$ cat src/rtl/spi_seq_pkg.sv
// Shared types and constants for the SPI register-bus transaction sequencer.
package spi_seq_pkg;

  localparam int unsigned ADDR_W     = 7;
  localparam int unsigned DATA_W     = 8;
  localparam int unsigned FB_W       = 8;
  localparam int unsigned CMD_RW_BIT = 7;

  localparam logic [DATA_W-1:0] STATUS_BYTE_DEF = 8'hA5;
  localparam logic [DATA_W-1:0] TURN_BYTE_DEF   = 8'h00;
  localparam logic [DATA_W-1:0] ERR_BYTE_DEF    = 8'hEE;
  localparam int unsigned       MAX_RD_LAT_DEF  = 4;

  typedef enum logic [1:0] {IDLE, CMD, WR, RD} seq_state_e;

  // Register-bus request as driven onto the bus
  typedef struct packed {
    logic              wr;
    logic              rd;
    logic [ADDR_W-1:0] addr;
    logic [DATA_W-1:0] wdata;
  } reg_req_t;

  function automatic logic [FB_W-1:0] sat_inc(input logic [FB_W-1:0] v);
    return (v == '1) ? v : v + FB_W'(1);
  endfunction

endpackage

$ cat src/rtl/spi_rd_prefetch.sv
// Read prefetch: tracks one outstanding register read against a latency
// deadline, buffers the returned byte and forwards same-cycle returns.
module spi_rd_prefetch
  import spi_seq_pkg::*;
#(
  parameter int unsigned MAX_RD_LAT = MAX_RD_LAT_DEF
) (
  input  logic              clk,
  input  logic              rst_n,
  input  logic              clear,
  input  logic              start,
  input  logic [DATA_W-1:0] reg_rdata,
  input  logic              reg_rvalid,
  output logic              fwd_valid_c,
  output logic [DATA_W-1:0] fwd_data_c,
  output logic              timeout_c
);

  localparam int unsigned CNT_W = $clog2(MAX_RD_LAT + 1);

  logic              fetch_pending;
  logic [CNT_W-1:0]  lat_cnt;
  logic              pf_valid;
  logic [DATA_W-1:0] pf_data;
  logic              accept_c;

  // Returns after the deadline find fetch_pending already low and are dropped
  assign accept_c    = fetch_pending & reg_rvalid & ~clear;
  assign timeout_c   = fetch_pending & ~reg_rvalid & ~clear &
                       (lat_cnt == CNT_W'(MAX_RD_LAT));
  assign fwd_valid_c = pf_valid | accept_c;
  assign fwd_data_c  = pf_valid ? pf_data : reg_rdata;

  always_ff @(posedge clk or negedge rst_n) begin
    if (!rst_n) begin
      fetch_pending <= 1'b0;
      lat_cnt       <= '0;
      pf_valid      <= 1'b0;
      pf_data       <= '0;
    end else if (clear) begin
      fetch_pending <= 1'b0;
      lat_cnt       <= '0;
      pf_valid      <= 1'b0;
    end else if (start) begin
      fetch_pending <= 1'b1;
      lat_cnt       <= '0;
      pf_valid      <= 1'b0;
    end else if (accept_c) begin
      fetch_pending <= 1'b0;
      pf_valid      <= 1'b1;
      pf_data       <= reg_rdata;
    end else if (timeout_c) begin
      fetch_pending <= 1'b0;
    end else if (fetch_pending) begin
      lat_cnt <= lat_cnt + CNT_W'(1);
    end
  end

endmodule

$ cat src/rtl/spi_reg_sequencer.sv
// Frame-level controller above the SPI byte slave: decodes {rw, addr} command
// bytes into auto-incrementing register writes and prefetched reads.
module spi_reg_sequencer
  import spi_seq_pkg::*;
#(
  parameter logic [DATA_W-1:0] STATUS_BYTE = STATUS_BYTE_DEF,
  parameter logic [DATA_W-1:0] TURN_BYTE   = TURN_BYTE_DEF,
  parameter logic [DATA_W-1:0] ERR_BYTE    = ERR_BYTE_DEF,
  parameter int unsigned       MAX_RD_LAT  = MAX_RD_LAT_DEF
) (
  input  logic              clk,
  input  logic              rst_n,
  input  logic              ssel_active,
  input  logic              byte_done,
  input  logic [DATA_W-1:0] byte_rx,
  output logic [DATA_W-1:0] byte_tx,
  output logic [ADDR_W-1:0] reg_addr,
  output logic [DATA_W-1:0] reg_wdata,
  output logic              reg_wr,
  output logic              reg_rd,
  input  logic [DATA_W-1:0] reg_rdata,
  input  logic              reg_rvalid,
  output logic              err_rd_late,
  output logic [FB_W-1:0]   frame_bytes
);

  seq_state_e        state_q, state_d;
  reg_req_t          req_q, req_d;
  logic              ssel_q;
  logic [DATA_W-1:0] byte_tx_d;
  logic              err_d;
  logic [FB_W-1:0]   fb_d;

  logic              pf_clear_c;
  logic              pf_start_c;
  logic              fwd_valid_c;
  logic [DATA_W-1:0] fwd_data_c;
  logic              timeout_c;

  assign reg_addr  = req_q.addr;
  assign reg_wdata = req_q.wdata;
  assign reg_wr    = req_q.wr;
  assign reg_rd    = req_q.rd;

  assign pf_clear_c = ~ssel_active | (state_q == IDLE);

  spi_rd_prefetch #(
    .MAX_RD_LAT (MAX_RD_LAT)
  ) u_prefetch (
    .clk         (clk),
    .rst_n       (rst_n),
    .clear       (pf_clear_c),
    .start       (pf_start_c),
    .reg_rdata   (reg_rdata),
    .reg_rvalid  (reg_rvalid),
    .fwd_valid_c (fwd_valid_c),
    .fwd_data_c  (fwd_data_c),
    .timeout_c   (timeout_c)
  );

  // Next-state and next-output logic
  always_comb begin
    state_d    = state_q;
    req_d      = req_q;
    req_d.wr   = 1'b0;
    req_d.rd   = 1'b0;
    byte_tx_d  = byte_tx;
    err_d      = err_rd_late;
    fb_d       = frame_bytes;
    pf_start_c = 1'b0;

    // Address advances the cycle after a write strobe
    if (req_q.wr) req_d.addr = req_q.addr + ADDR_W'(1);
    if (timeout_c) err_d = 1'b1;

    if (!ssel_active) begin
      state_d = IDLE;
    end else begin
      unique case (state_q)
        IDLE: begin
          if (!ssel_q) begin
            state_d   = CMD;
            fb_d      = '0;
            err_d     = 1'b0;
            byte_tx_d = STATUS_BYTE;
          end
        end
        CMD: begin
          if (byte_done) begin
            fb_d       = sat_inc(frame_bytes);
            req_d.addr = byte_rx[ADDR_W-1:0];
            if (byte_rx[CMD_RW_BIT]) begin
              state_d    = RD;
              byte_tx_d  = TURN_BYTE;
              req_d.rd   = 1'b1;
              pf_start_c = 1'b1;
            end else begin
              state_d   = WR;
              byte_tx_d = 8'h00;
            end
          end
        end
        WR: begin
          if (byte_done) begin
            fb_d        = sat_inc(frame_bytes);
            req_d.wdata = byte_rx;
            req_d.wr    = 1'b1;
            byte_tx_d   = 8'h00;
          end
        end
        RD: begin
          if (byte_done) begin
            fb_d       = sat_inc(frame_bytes);
            byte_tx_d  = fwd_valid_c ? fwd_data_c : ERR_BYTE;
            if (!fwd_valid_c) err_d = 1'b1;
            req_d.addr = req_q.addr + ADDR_W'(1);
            req_d.rd   = 1'b1;
            pf_start_c = 1'b1;
          end
        end
        default: state_d = IDLE;
      endcase
    end
  end

  always_ff @(posedge clk or negedge rst_n) begin
    if (!rst_n) begin
      state_q     <= IDLE;
      ssel_q      <= 1'b0;
      req_q       <= '0;
      byte_tx     <= STATUS_BYTE;
      err_rd_late <= 1'b0;
      frame_bytes <= '0;
    end else begin
      state_q     <= state_d;
      ssel_q      <= ssel_active;
      req_q       <= req_d;
      byte_tx     <= byte_tx_d;
      err_rd_late <= err_d;
      frame_bytes <= fb_d;
    end
  end

endmodule

$ cat config.mk
export PLATFORM = sky130hd
export DESIGN_NAME = spi_reg_sequencer
export DESIGN_NICKNAME = d
export VERILOG_FILES = /design/src/rtl/spi_seq_pkg.sv /design/src/rtl/spi_rd_prefetch.sv /design/src/rtl/spi_reg_sequencer.sv
export SDC_FILE = /design/constraint.sdc
export NUM_CORES = 1
export LEC_CHECK = 0
export BUFFER_PORTS_ARGS = -buffer_cell sky130_fd_sc_hd__buf_2
export CAP_MARGIN = 20
export CORE_UTILIZATION = 30
export DETAILED_ROUTE_END_ITERATION = 10
export PLACE_DENSITY = 0.52
export SKIP_LAST_GASP = 1
export SLEW_MARGIN = 20
export SYNTH_ARGS = -nofsm -noshare
export SYNTH_HDL_FRONTEND = slang
export SYNTH_SLANG_ARGS = --single-unit
$ cat constraint.sdc
create_clock -name clk -period 1.74 [get_ports clk]
set_input_delay 0.087 -clock clk [delete_from_list [all_inputs] [get_ports clk]]
set_output_delay 0.087 -clock clk [all_outputs]
set_load 0.03 [all_outputs]
* Word-level counts from Yosys, hierarchy flattened
Cells that the tools add are included.
** Word-level totals
- Output and inout port bits :: 34
- Word-level logic and storage cells :: 100
- Bits in registers :: 50
** Operators by class
- Add/subtract/negate cells :: 3
- Bitwise operators :: 11
- Muxes and demuxes :: 46
- Reductions and logical operators :: 12
- Equal/unequal tests :: 15
** Operators by type and width (number)
- 8-bit two-way mux :: 12
- 8-bit one-hot mux with 2 select lines :: 2
- 8-bit one-hot mux with 3 select lines :: 1
- 1-bit two-way mux :: 18
- 17-bit two-way mux :: 1
- 3-bit two-way mux :: 5
- 3-bit AND reduction :: 4
- 8-bit by 1-bit adder with 8-bit output (second input constant) :: 1
- 8-bit == test (second input constant) :: 1
- 4-bit AND reduction :: 2
- 7-bit by 1-bit adder with 7-bit output (second input constant) :: 1
- 7-bit two-way mux :: 1
- 2-bit two-way mux :: 3
- 2-bit inequality test (second input constant) :: 3
- 3-bit by 2-bit inequality test with 1-bit output (second input constant) :: 2
- 3-bit inequality test (second input constant) :: 2
- 3-bit nonzero test :: 2
- 1-bit bitwise AND :: 5
- 2-bit == test (second input constant) :: 2
- 2-bit by 1-bit inequality test with 1-bit output (second input constant) :: 2
- 1-bit inverter :: 4
- 1-bit one-hot mux with 2 select lines :: 2
- 2-bit one-hot mux with 2 select lines :: 1
- 4-bit nonzero test :: 1
- 8 further kinds :: 9

* Depth between registers and ports, before layout
Gate-level depths: netlist of run 1.
- Word-level depth :: 10
- Gate-level depth with buffers :: 7
- Mapped depth without buffers :: 6

* Cells and area by module
A second synthesis of run 1 with hierarchy kept.
** Second synthesis, totals
- Cells, all modules :: 262
- Area total of the unflattened synthesis :: 2666.3 um^2
** By module, submodules not included
- spi_reg_sequencer :: instances 1, area an instance 1993.2 um^2, cells an instance 207
- spi_rd_prefetch :: instances 1, area an instance 673.1 um^2, cells an instance 55

* Worst setup path after synthesis of run 1
Ideal clock, no wire load.
- Path type :: register -> register
- From :: register state_q[0]
- To :: register frame_bytes[5]
- Library setup time :: 77 ps
- Buffers on the path :: 0
- Data arrival time :: 1843 ps
- Cell stages (with the launch flop) :: 7
- Path slack :: -180 ps
- Path through :: dfrtp_1 > inv_1 > ha_1 > and2_4 > or3_4 > or4_1 > a21oi_1
** Between the ends
- Word-level cells in the longest chain between the ends :: 4
- Elaborated cells on any way between the ends :: 10
- Those cells by class :: eq/ne: 6; mux: 1; reduce/logical: 3
** RTL lines
- start: declaration :: line spi_reg_sequencer.sv:27 : seq_state_e state_q, state_d;
- start signal: assignment :: line spi_reg_sequencer.sv:135 : state_q <= state_d;
- 2-bit == test or 2-bit by 1-bit == test with 1-bit output (tied branches) :: line spi_reg_sequencer.sv:79 : unique case (state_q)
- 3-bit OR reduction (no line)
- 2-bit inequality test (no line) or 2-bit by 1-bit inequality test with 1-bit output (tied branches)
- 4-bit AND reduction (no line)
- end signal: assignment :: line spi_reg_sequencer.sv:133 : frame_bytes <= '0;
- end signal: assignment :: line spi_reg_sequencer.sv:140 : frame_bytes <= fb_d;
- end: declaration :: line spi_reg_sequencer.sv:24 : output logic [FB_W-1:0] frame_bytes
Several ways; a longest one is shown, not always the timed one.
A chain may end at the register's enable or synchronous reset.

* Worst setup path after layout of run 1
Ends and elaborated chain as after synthesis.

==> results.txt, run 1 <==
multi-input logic area: 0.00150 mm2
core area: 0.00872 mm2
final wirelength: 7.12 mm
asr flop ratio synth: 100%
GRT met3 Usage: 2.24%
Clk Latency, worst-skew pair: 0.30 ns
syn_area_per_cell: 9.73 um2
clk root buf: clkbuf_8
hold-critical path depth: 2
syn nets: 307
reg-to-reg slack, setup: -0.04 ns
number of I/O port buffers: 54
leakage: 1.61 nW
drt wl/cell: 15.1 um
vias: 2445
FF-to-FF End: frame_bytes[5]
Congestion Overflow GR: 0
Final Setup Violations: 1
initial core utilization: 30.9%
die area: 0.00937 mm2
power per cell area: 1000 mW/mm2
top post-synthesis cells by area: dfrtp_1 (43%), mux2_2 (6.7%), ha_1 (4.2%)
Yosys cell types: 57
DR vias/cell: 5.20
Fin Setup TNS: -0.0408 ns
Num CTS Buffers: 5
worst-path fanout max: 6
Slew HR: 71.5%
hold path endpoint: reg_wdata[5]
Area Overhead vs Synth: 33.3%
clock tree buffer depth: 2
Final min period: 1.78 ns
vias in the first global route: 2415
share of cells above drive strength 1: 39.2%
Fin Clk Skew: 0.00669 ns
Power, Total: 0.00359 W
die height: 96.8 um
# DRC: 0
DIE WIDTH: 96.8 um
hold path startpoint: byte_rx[5]
DP Wirelength: 5.01 mm
Worst Path Arrival: 2.02 ns
cell taking the most area after synthesis: dfrtp_1
GR Util met2: 24.7%
Reg clk slew, reported paths: 0.10 ns
busiest grt layer: met2
Hold Crit Class: in -> reg
first-pass GRT wire length: 11.9 mm
share of the synthesized area in the top cell type: 42.7%
Worst Max-Slew Pin Slew: 0.425 ns
Peak VDD IR: 0.000333 V
Mapped Area: 0.00270 mm2
final worst path period share: 102%
drt initial violations: 108
number of synthesized flops with an enable pin: 0
CP Data Required Time: 1.98 ns
status: complete, but fails checks
R2R Path Start: state_q[0]
RSZ-0062 raised after global routing: true
Crit Path Class: reg -> reg
worst reg2reg path depth: 6
H-tree depth: 2
failing checks: setup timing
sequential standard cell area: 0.00126 mm2
Mapped Cells: 277
Max Freq: 562 MHz
GR Util met1: 21.6%
worst setup margin: -0.0408 ns
first drt pass iteration count: 4
Ys Warns: 0
Synth Flop Type: dfrtp_1
n_diodes: 0
FF+latch count, synth: 50
count of pins over their slew limit: 0
GP Congestion: 0.800
row cnt: 34
antenna-violating nets left: 0
initial antenna violation count: 0
startpoint types: register
Filler Cell Count: 882
io pins: 55
clock sinks: 50
largest net degree at the start of global routing: 51
Final Hold Viols: 0
Seq/Total Area, Yosys: 46.6%
Final #Nets: 391
Worst setup EP type: register
Max Cap Viol: 0
Tot GR Track Use: 15.5%
CTS tree: yes
==> synthesized netlist by cell type (all sizes together), types with 2 or more instances <==
cell    instances
dfrtp          46
nand2          26
a21oi          21
nor2           21
o21ai          17
mux2           16
nand3          11
inv            10
ha              9
nor3            9
or3             7
buf             6
clkbuf          6
o31ai           6
xor2            6
dfstp           4
nand4           4
nor4            4
o211ai          4
nand2b          3
o22ai           3
a31o            2
mux2i           2
nor2b           2
nor3b           2
o21a            2
or2             2
or4             2
xnor2           2
==> cell families (layout without fill, tap and decap cells) <==
family                     Yosys count  in the layout  share of synthesized area (%)
AOI/OAI and AO/OA                   69             69                           16.2
xor gates and xnor gates             8              8                           2.60
adders and majority gates            9              9                           4.18
buffers and inverters               22            107                           3.44
DFF                                 50             50                           46.6
muxes                               18             18                           7.43
and+or+nand+nor                    101            101                           19.5
==> worst max-delay path: stages (launching register included) <==
cell,delay (ns)
dfrtp_1,0.40
inv_2,0.07
ha_4,0.17
and2_4,0.14
or3_4,0.39
or4_4,0.43
a21oi_2,0.12
==> state kept, by name, summed over array words and instances (netlist names), 2 cells and up <==
signal              flops
byte_tx                 8
frame_bytes             8
reg_wdata               8
u_prefetch.pf_data      8
reg_addr                7
u_prefetch.lat_cnt      3
state_q                 2
==> power by group <==
part           switching [W]  total, W  internal, W
sequential          0.000165   0.00152      0.00136
combinational       0.000821   0.00135     0.000531
clock               0.000396  0.000718     0.000322
==> per-layer routing <==
layer	vias to the layer above	share of wire (%)
met5	-	0
met2	45	50
met1	1213	46
met3	5	2.8
li1	1182	-
met4	0	0.88
==> layout by cell type, fill, tap and decap left out, types with 3 or more instances in the layout <==
master	n
buf_2	54
xor2_1	6
o211ai_1	4
dfrtp_1	46
nand3_1	11
buf_6	3
nand4_1	4
or3_1	5
inv_1	8
nor2_1	18
ha_1	5
a21oi_1	19
nand2_1	25
clkbuf_8	6
nor2_4	3
o21ai_0	15
mux2_2	14
nand2b_1	3
o31ai_1	5
dfstp_2	4
o22ai_1	3
buf_4	28
nor4_1	3
ha_4	4
nor3_1	9
==> final cells by class <==
cell class	count	share of cell area [%]
timing repair buffer	89	16.0
clock inverter	1	0.139
tap	108	3.76
clock buffer	7	2.40
multi-input combinational	205	41.7
inverter	10	1.04
sequential	50	35.0
==> metrics by stage <==
| step | hold slack [ns] | cells | area, um2 | util [%] | setup WS, ns |
|---|---|---|---|---|---|
| 6_report | 0.0201 | 470 | 3590 | 41.2 | -0.0408 |
| 2_1_floorplan | -0.209 | 277 | 2710 | - | -0.0643 |
| 3_5_place_dp | 0.106 | 456 | 3290 | 37.8 | -0.0912 |
| 5_1_grt | 0.0222 | 470 | 3590 | 41.2 | -0.101 |
| 4_1_cts | 0.00963 | 467 | 3420 | 39.2 | -0.0352 |
| 3_3_place_gp | 0.102 | 456 | 3290 | 37.8 | -0.0329 |
==> worst max path at each step <==
stage	end	start	slack, ns
5_1_grt	frame_bytes[5]	state_q[0]	-0.10
3_3_place_gp	frame_bytes[5]	state_q[0]	-0.03
3_5_place_dp	frame_bytes[5]	state_q[0]	-0.09
6_report	frame_bytes[5]	state_q[0]	-0.04
4_1_cts	frame_bytes[5]	state_q[0]	-0.04
2_1_floorplan	frame_bytes[5]	state_q[1]	-0.06
==> what timing repair did <==
item	CTS	global route
pin swaps	5	7
setup buffers	1	3
hold buffers	2	0
gates resized for setup	3	26
hold endpoints to repair	47	0
setup endpoints to repair	13	23
Note: power is estimated with default switching activity, not from simulation.
==> inputs of run 2 (changes only) <==
CTS_CLUSTER_DIAMETER = 40   (was not set)
RECOVER_POWER = 100   (was not set)
SLEW_MARGIN = not set   (was 20)
==> run 2 against run 1 <==
Net effect: the run still ends with setup timing left; first-iteration DRC count increased by 3.7%; sequential share of layout area increased by 0.61 points; critical endpoint unchanged; largest power group unchanged; largest cell class unchanged; utilization decreased by 0.70 points; critical path depth unchanged; clock skew about the same; die area unchanged; via count increased by 0.70%; cell area decreased by 1.7%; sequential cell count unchanged; clock power about the same; global-route usage unchanged; fmax about the same.
==> results.txt, run 2 (synthesized netlist as in run 1, its figures left out) <==
Tot GR Track Use: 15.5% (unchanged)
Final Setup Violations: 1 (unchanged)
DIE WIDTH: 96.8 um (unchanged)
initial core utilization: 30.9% (unchanged)
die area: 0.00937 mm2 (unchanged)
Final #Nets: 391 (unchanged)
clock sinks: 50 (unchanged)
power per cell area: 1000 mW/mm2 (+0.50%)
share of cells above drive strength 1: 29.6% (-9.7 points)
antenna-violating nets left: 0 (unchanged)
Hold Crit Class: in -> reg
FF-to-FF End: frame_bytes[5]
Final min period: 1.78 ns (+0.000470 ns)
hold path endpoint: reg_wdata[5]
worst setup margin: -0.0413 ns (-0.000470 ns)
vias: 2462 (+0.70%)
initial antenna violation count: 0 (unchanged)
reg-to-reg slack, setup: -0.04 ns (about the same)
n_diodes: 0 (unchanged)
final worst path period share: 102% (about the same)
sequential standard cell area: 0.00126 mm2 (unchanged)
row cnt: 34 (unchanged)
vias in the first global route: 2415 (unchanged)
Filler Cell Count: 901 (+2.2%)
clk root buf: clkbuf_8
hold path startpoint: byte_rx[5]
Power, Total: 0.00355 W (-1.2%)
Slew HR: 15.3% (-56 points)
first-pass GRT wire length: 11.9 mm (unchanged)
Crit Path Class: reg -> reg
worst-path fanout max: 6 (unchanged)
CTS tree: yes
Max Cap Viol: 0 (unchanged)
most frequent cells in the layout: dfrtp_1 (46), clkbuf_1 (36), buf_4 (27)
status: complete, but fails checks
largest net degree at the start of global routing: 51 (unchanged)
number of I/O port buffers: 54 (unchanged)
R2R Path Start: state_q[0]
Area Overhead vs Synth: 31.1%
hold-critical path depth: 2 (unchanged)
Fin Clk Skew: 0.00679 ns (+0.0000991 ns)
RSZ-0062 raised after global routing: true
Peak VDD IR: 0.000326 V (-2.2%)
startpoint types: register
drt initial violations: 112 (+3.7%)
multi-input logic area: 0.00150 mm2 (unchanged)
hold slack: 0.0208 ns (+0.000722 ns)
die height: 96.8 um (unchanged)
clock tree buffer depth: 2 (unchanged)
H-tree depth: 2 (unchanged)
count of pins over their slew limit: 0 (unchanged)
io pins: 55 (unchanged)
DR vias/cell: 5.24 (+0.70%)
final wirelength: 7.12 mm (about the same)
GP Congestion: 0.800 (unchanged)
# DRC: 0 (unchanged)
Clk Latency, worst-skew pair: 0.30 ns (about the same)
drt wl/cell: 15.2 um (about the same)
first drt pass iteration count: 4 (unchanged)
Final Hold Viols: 0 (unchanged)
commonest non-fill, non-tap cell in the layout: dfrtp_1
fin util: 40.5% (-0.70 points)
worst reg2reg path depth: 6 (unchanged)
Worst Path Arrival: 2.02 ns (about the same)
leakage: 1.47 nW (-8.3%)
Num CTS Buffers: 5 (unchanged)
Reg clk slew, reported paths: 0.09 ns (about the same)
core area: 0.00872 mm2 (unchanged)
DP Wirelength: 5.01 mm (unchanged)
CP Data Required Time: 1.98 ns (about the same)
Worst setup EP type: register
Congestion Overflow GR: 0 (unchanged)
Fin Setup TNS: -0.0413 ns (-0.000470 ns)
Worst Max-Slew Pin Slew: 1.27 ns (+0.845 ns)
Max Freq: 561 MHz (about the same)
failing checks: setup timing
==> run 2: layout make-up <==
class	count	area share [%]
flip-flops and latches	50	35.6
inverters	10	1.06
clock buffers	7	2.44
repair buffers	89	14.5
multi-input cells	205	42.4
clock inverters	1	0.142
well taps	108	3.83
==> run 2: layer usage <==
layer	track usage, %	share of wire (%)	vias to the layer above
met1	21.6	47	1228
met2	24.7	50	45
met5	0	0	-
li1	-	-	1184
met3	2.24	3.0	5
met4	4.82	0.88	0
==> run 2: repair_timing <==
item                                    4_1_cts  5_1_grt
hold buffers                                  2        0
resized for setup                             3       26
endpoints found under the setup margin       13       23
setup buffers                                 1        3
hold endpoints to repair                     47        0
pin swaps                                     5        7
==> run 2: power by group <==
part	internal, W	leakage, nW	switching, W
registers	0.00136	0.662	0.000170
logic	0.000478	0.762	0.000823
clock network	0.000322	0.0482	0.000398
total	0.00216	1.47	0.00139
==> run 2: stage by stage <==
step                cells  setup slack [ns]  cell area, um2
global placement      456           -0.0329            3290
CTS                   467           -0.0352            3420
global route          470            -0.101            3530
detailed placement    456           -0.0912            3290
finish                470           -0.0413            3530
floorplan             277           -0.0643            2710
==> run 2: worst max-delay path by stage <==
stage                          end  slack, ns  depth (start not counted)       start
floorplan           frame_bytes[5]      -0.06                          6  state_q[1]
global placement    frame_bytes[5]      -0.03                          6  state_q[0]
detailed placement  frame_bytes[5]      -0.09                          6  state_q[0]
CTS                 frame_bytes[5]      -0.04                          6  state_q[0]
global route        frame_bytes[5]      -0.10                          6  state_q[0]
finish              frame_bytes[5]      -0.04                          6  state_q[0]
==> run 2: worst max-delay path: stages, from the launching register on <==
cell	delay, ns
dfrtp_1	0.40
inv_2	0.07
ha_4	0.18
and2_4	0.14
or3_4	0.39
or4_4	0.43
a21oi_2	0.12
==> inputs of run 3 (changes only) <==
==> constraint.sdc (replaced) <==
create_clock -name clk -period 1.74 [get_ports clk]
set_input_delay 0 -clock clk [delete_from_list [all_inputs] [get_ports clk]]
set_output_delay 0 -clock clk [all_outputs]
set_load 0.03 [all_outputs]
==> run 3 against run 2 <==
Net effect: the flow still finishes with violations (setup timing); utilization up 2.2 points; hold slack improved by 0.018 ns; register-to-register slack is essentially flat; global-route usage increased by 0.070 points; via count increased by 1.7%; sequential power hardly changed; fmax shrank 0.17%; critical path type unchanged; largest power group unchanged.
==> results.txt, run 3 (synthesized netlist as in run 1, its figures left out) <==
power per cell area: 960 mW/mm2 (-4.4%)
worst-path fanout max: 5 (-1)
Num CTS Buffers: 5 (unchanged)
Slew HR: 29.1% (+14 points)
Peak VDD IR: 0.000394 V (+21%)
worst reg2reg path depth: 6 (unchanged)
vias: 2504 (+1.7%)
final wirelength: 7.26 mm (+1.9%)
startpoint types: register
CP Data Required Time: 1.98 ns (about the same)
vias in the first global route: 2418 (+0.12%)
row cnt: 34 (unchanged)
largest net degree at the start of global routing: 33 (-35%)
switch share: 38.8% (-0.36 points)
RSZ-0062 raised after global routing: true
clock power share: 20.4% (about the same)
Final Hold Viols: 0 (unchanged)
Final min period: 1.78 ns (+0.00304 ns)
Crit Path Class: reg -> reg
Worst Path Arrival: 2.03 ns (about the same)
initial antenna violation count: 0 (unchanged)
# DRC: 0 (unchanged)
drt initial violations: 88 (-21%)
hold-critical path depth: 2 (unchanged)
Tot GR Track Use: 15.5% (+0.070 points)
Area Overhead vs Synth: 38.2%
worst setup margin: -0.0443 ns (-0.00304 ns)
antenna-violating nets left: 0 (unchanged)
io pins: 55 (unchanged)
internal cell power: 0.00219 W (+1.3%)
clk root buf: clkbuf_8
DP Wirelength: 4.97 mm (-0.68%)
Hold Crit Class: in -> reg
first-pass GRT wire length: 12.0 mm (+0.76%)
Reg clk slew, reported paths: 0.10 ns (about the same)
clock sinks: 50 (unchanged)
Fin Clk Skew: 0.0129 ns (+0.00608 ns)
core area: 0.00872 mm2 (unchanged)
Power, Total: 0.00357 W (+0.74%)
failing checks: setup timing
n_diodes: 0 (unchanged)
Fin Setup TNS: -0.355 ns (-0.313 ns)
CTS tree: yes
Clk Latency, worst-skew pair: 0.30 ns (about the same)
sequential cell fraction of total power: 42.8% (-0.3 points)
Worst Max-Slew Pin Slew: 1.06 ns (-0.206 ns)
die height: 96.8 um (unchanged)
die area: 0.00937 mm2 (unchanged)
share of cells above drive strength 1: 33.8% (+4.2 points)
Final Setup Violations: 11 (+10)
drt wl/cell: 14.9 um (-1.6%)
post-route design area: 0.00372 mm2 (+5.4%)
H-tree depth: 2 (unchanged)
sw power: 0.00139 W (-0.19%)
final worst path period share: 103% (+0.17 points)
Congestion Overflow GR: 0 (unchanged)
Final #Nets: 408 (+4.3%)
Max Freq: 560 MHz (-0.17%)
initial core utilization: 30.9% (unchanged)
DR vias/cell: 5.14 (-1.8%)
Cell Area, Placed: 0.00330 mm2 (+0.15%)
Gate power share: 36.8% (about the same)
number of I/O port buffers: 54 (unchanged)
clock tree buffer depth: 2 (unchanged)
first drt pass iteration count: 4 (unchanged)
DIE WIDTH: 96.8 um (unchanged)
count of pins over their slew limit: 0 (unchanged)
commonest non-fill, non-tap cell in the layout: dfrtp_1
status: complete, but fails checks
leakage: 1.60 nW (+8.6%)
Max Cap Viol: 0 (unchanged)
most frequent cells in the layout: dfrtp_1 (46), buf_2 (34), buf_4 (28)
worst slack at placement: -0.122 ns (-0.0305 ns)
Worst setup EP type: register
GP Congestion: 0.798 (-0.27%)
run 3: final timing paths:
path                             from        endpoint  slack [ns]
max in group asynchronous       rst_n      byte_tx[7]        0.20
setup / recovery           state_q[1]  frame_bytes[5]       -0.04
min in group asynchronous       rst_n      byte_tx[4]        0.40
hold reg to reg            byte_tx[6]      byte_tx[6]        0.48
setup reg to reg           state_q[1]  frame_bytes[5]       -0.04
hold / removal             byte_rx[7]    reg_wdata[7]        0.04
run 3: metrics by stage:
| stage | util [%] | cells | hold WS [ns] |
|---|---|---|---|
| floorplan | - | 277 | -0.296 |
| global placement | 37.8 | 455 | -0.0104 |
| detailed placement | 37.8 | 455 | -0.0113 |
| CTS | 42.0 | 485 | 0.0181 |
| global route | 42.7 | 487 | 0.0195 |
| finish | 42.7 | 487 | 0.0383 |
run 3: final cells by class:
type | count | area, um2
Inverter | 10 | 37.5
Clock buffer | 6 | 82.6
Fill cell | 878 | 5000
Sequential cell | 50 | 1260
Clock inverter | 2 | 12.5
Tap cell | 108 | 135
Multi-Input combinational cell | 205 | 1480
Timing Repair Buffer | 106 | 718
run 3: repair_timing:
item / in CTS / in global routing
pin swaps: 8 / 16
hold endpoints to repair: 35 / 0
setup buffers: 5 / 2
endpoints found under the setup margin: 16 / 27
hold buffers: 17 / 0
gates resized for setup: 15 / 20
run 3: critical path, stage by stage (launching register included):
cell     delay (ns)
dfrtp_1        0.41
inv_2          0.08
ha_4           0.17
and2_4         0.13
or3_4          0.39
or4_4          0.42
a21oi_2        0.12
run 3: layer usage:
| metal | up-vias | track usage, % | routed length (um) |
|---|---|---|---|
| met2 | 47 | 25.0 | 3480 |
| met4 | 0 | 4.36 | 38 |
| li1 | 1212 | - | - |
| met1 | 1243 | 21.8 | 3540 |
| met3 | 2 | 2.24 | 205 |
| met5 | - | 0 | 0 |
run 3: power groups by stage:
stage / Sequential [W] / Combinational [W] / Clock [W]
6_report: 0.00153 / 0.00132 / 0.000728
5_1_grt: 0.00156 / 0.00142 / 0.000799
4_1_cts: 0.00153 / 0.00132 / 0.000767
2_1_floorplan: 0.00186 / 0.000484 / 0
3_3_place_gp: 0.00155 / 0.00124 / 0
3_5_place_dp: 0.00155 / 0.00124 / 0
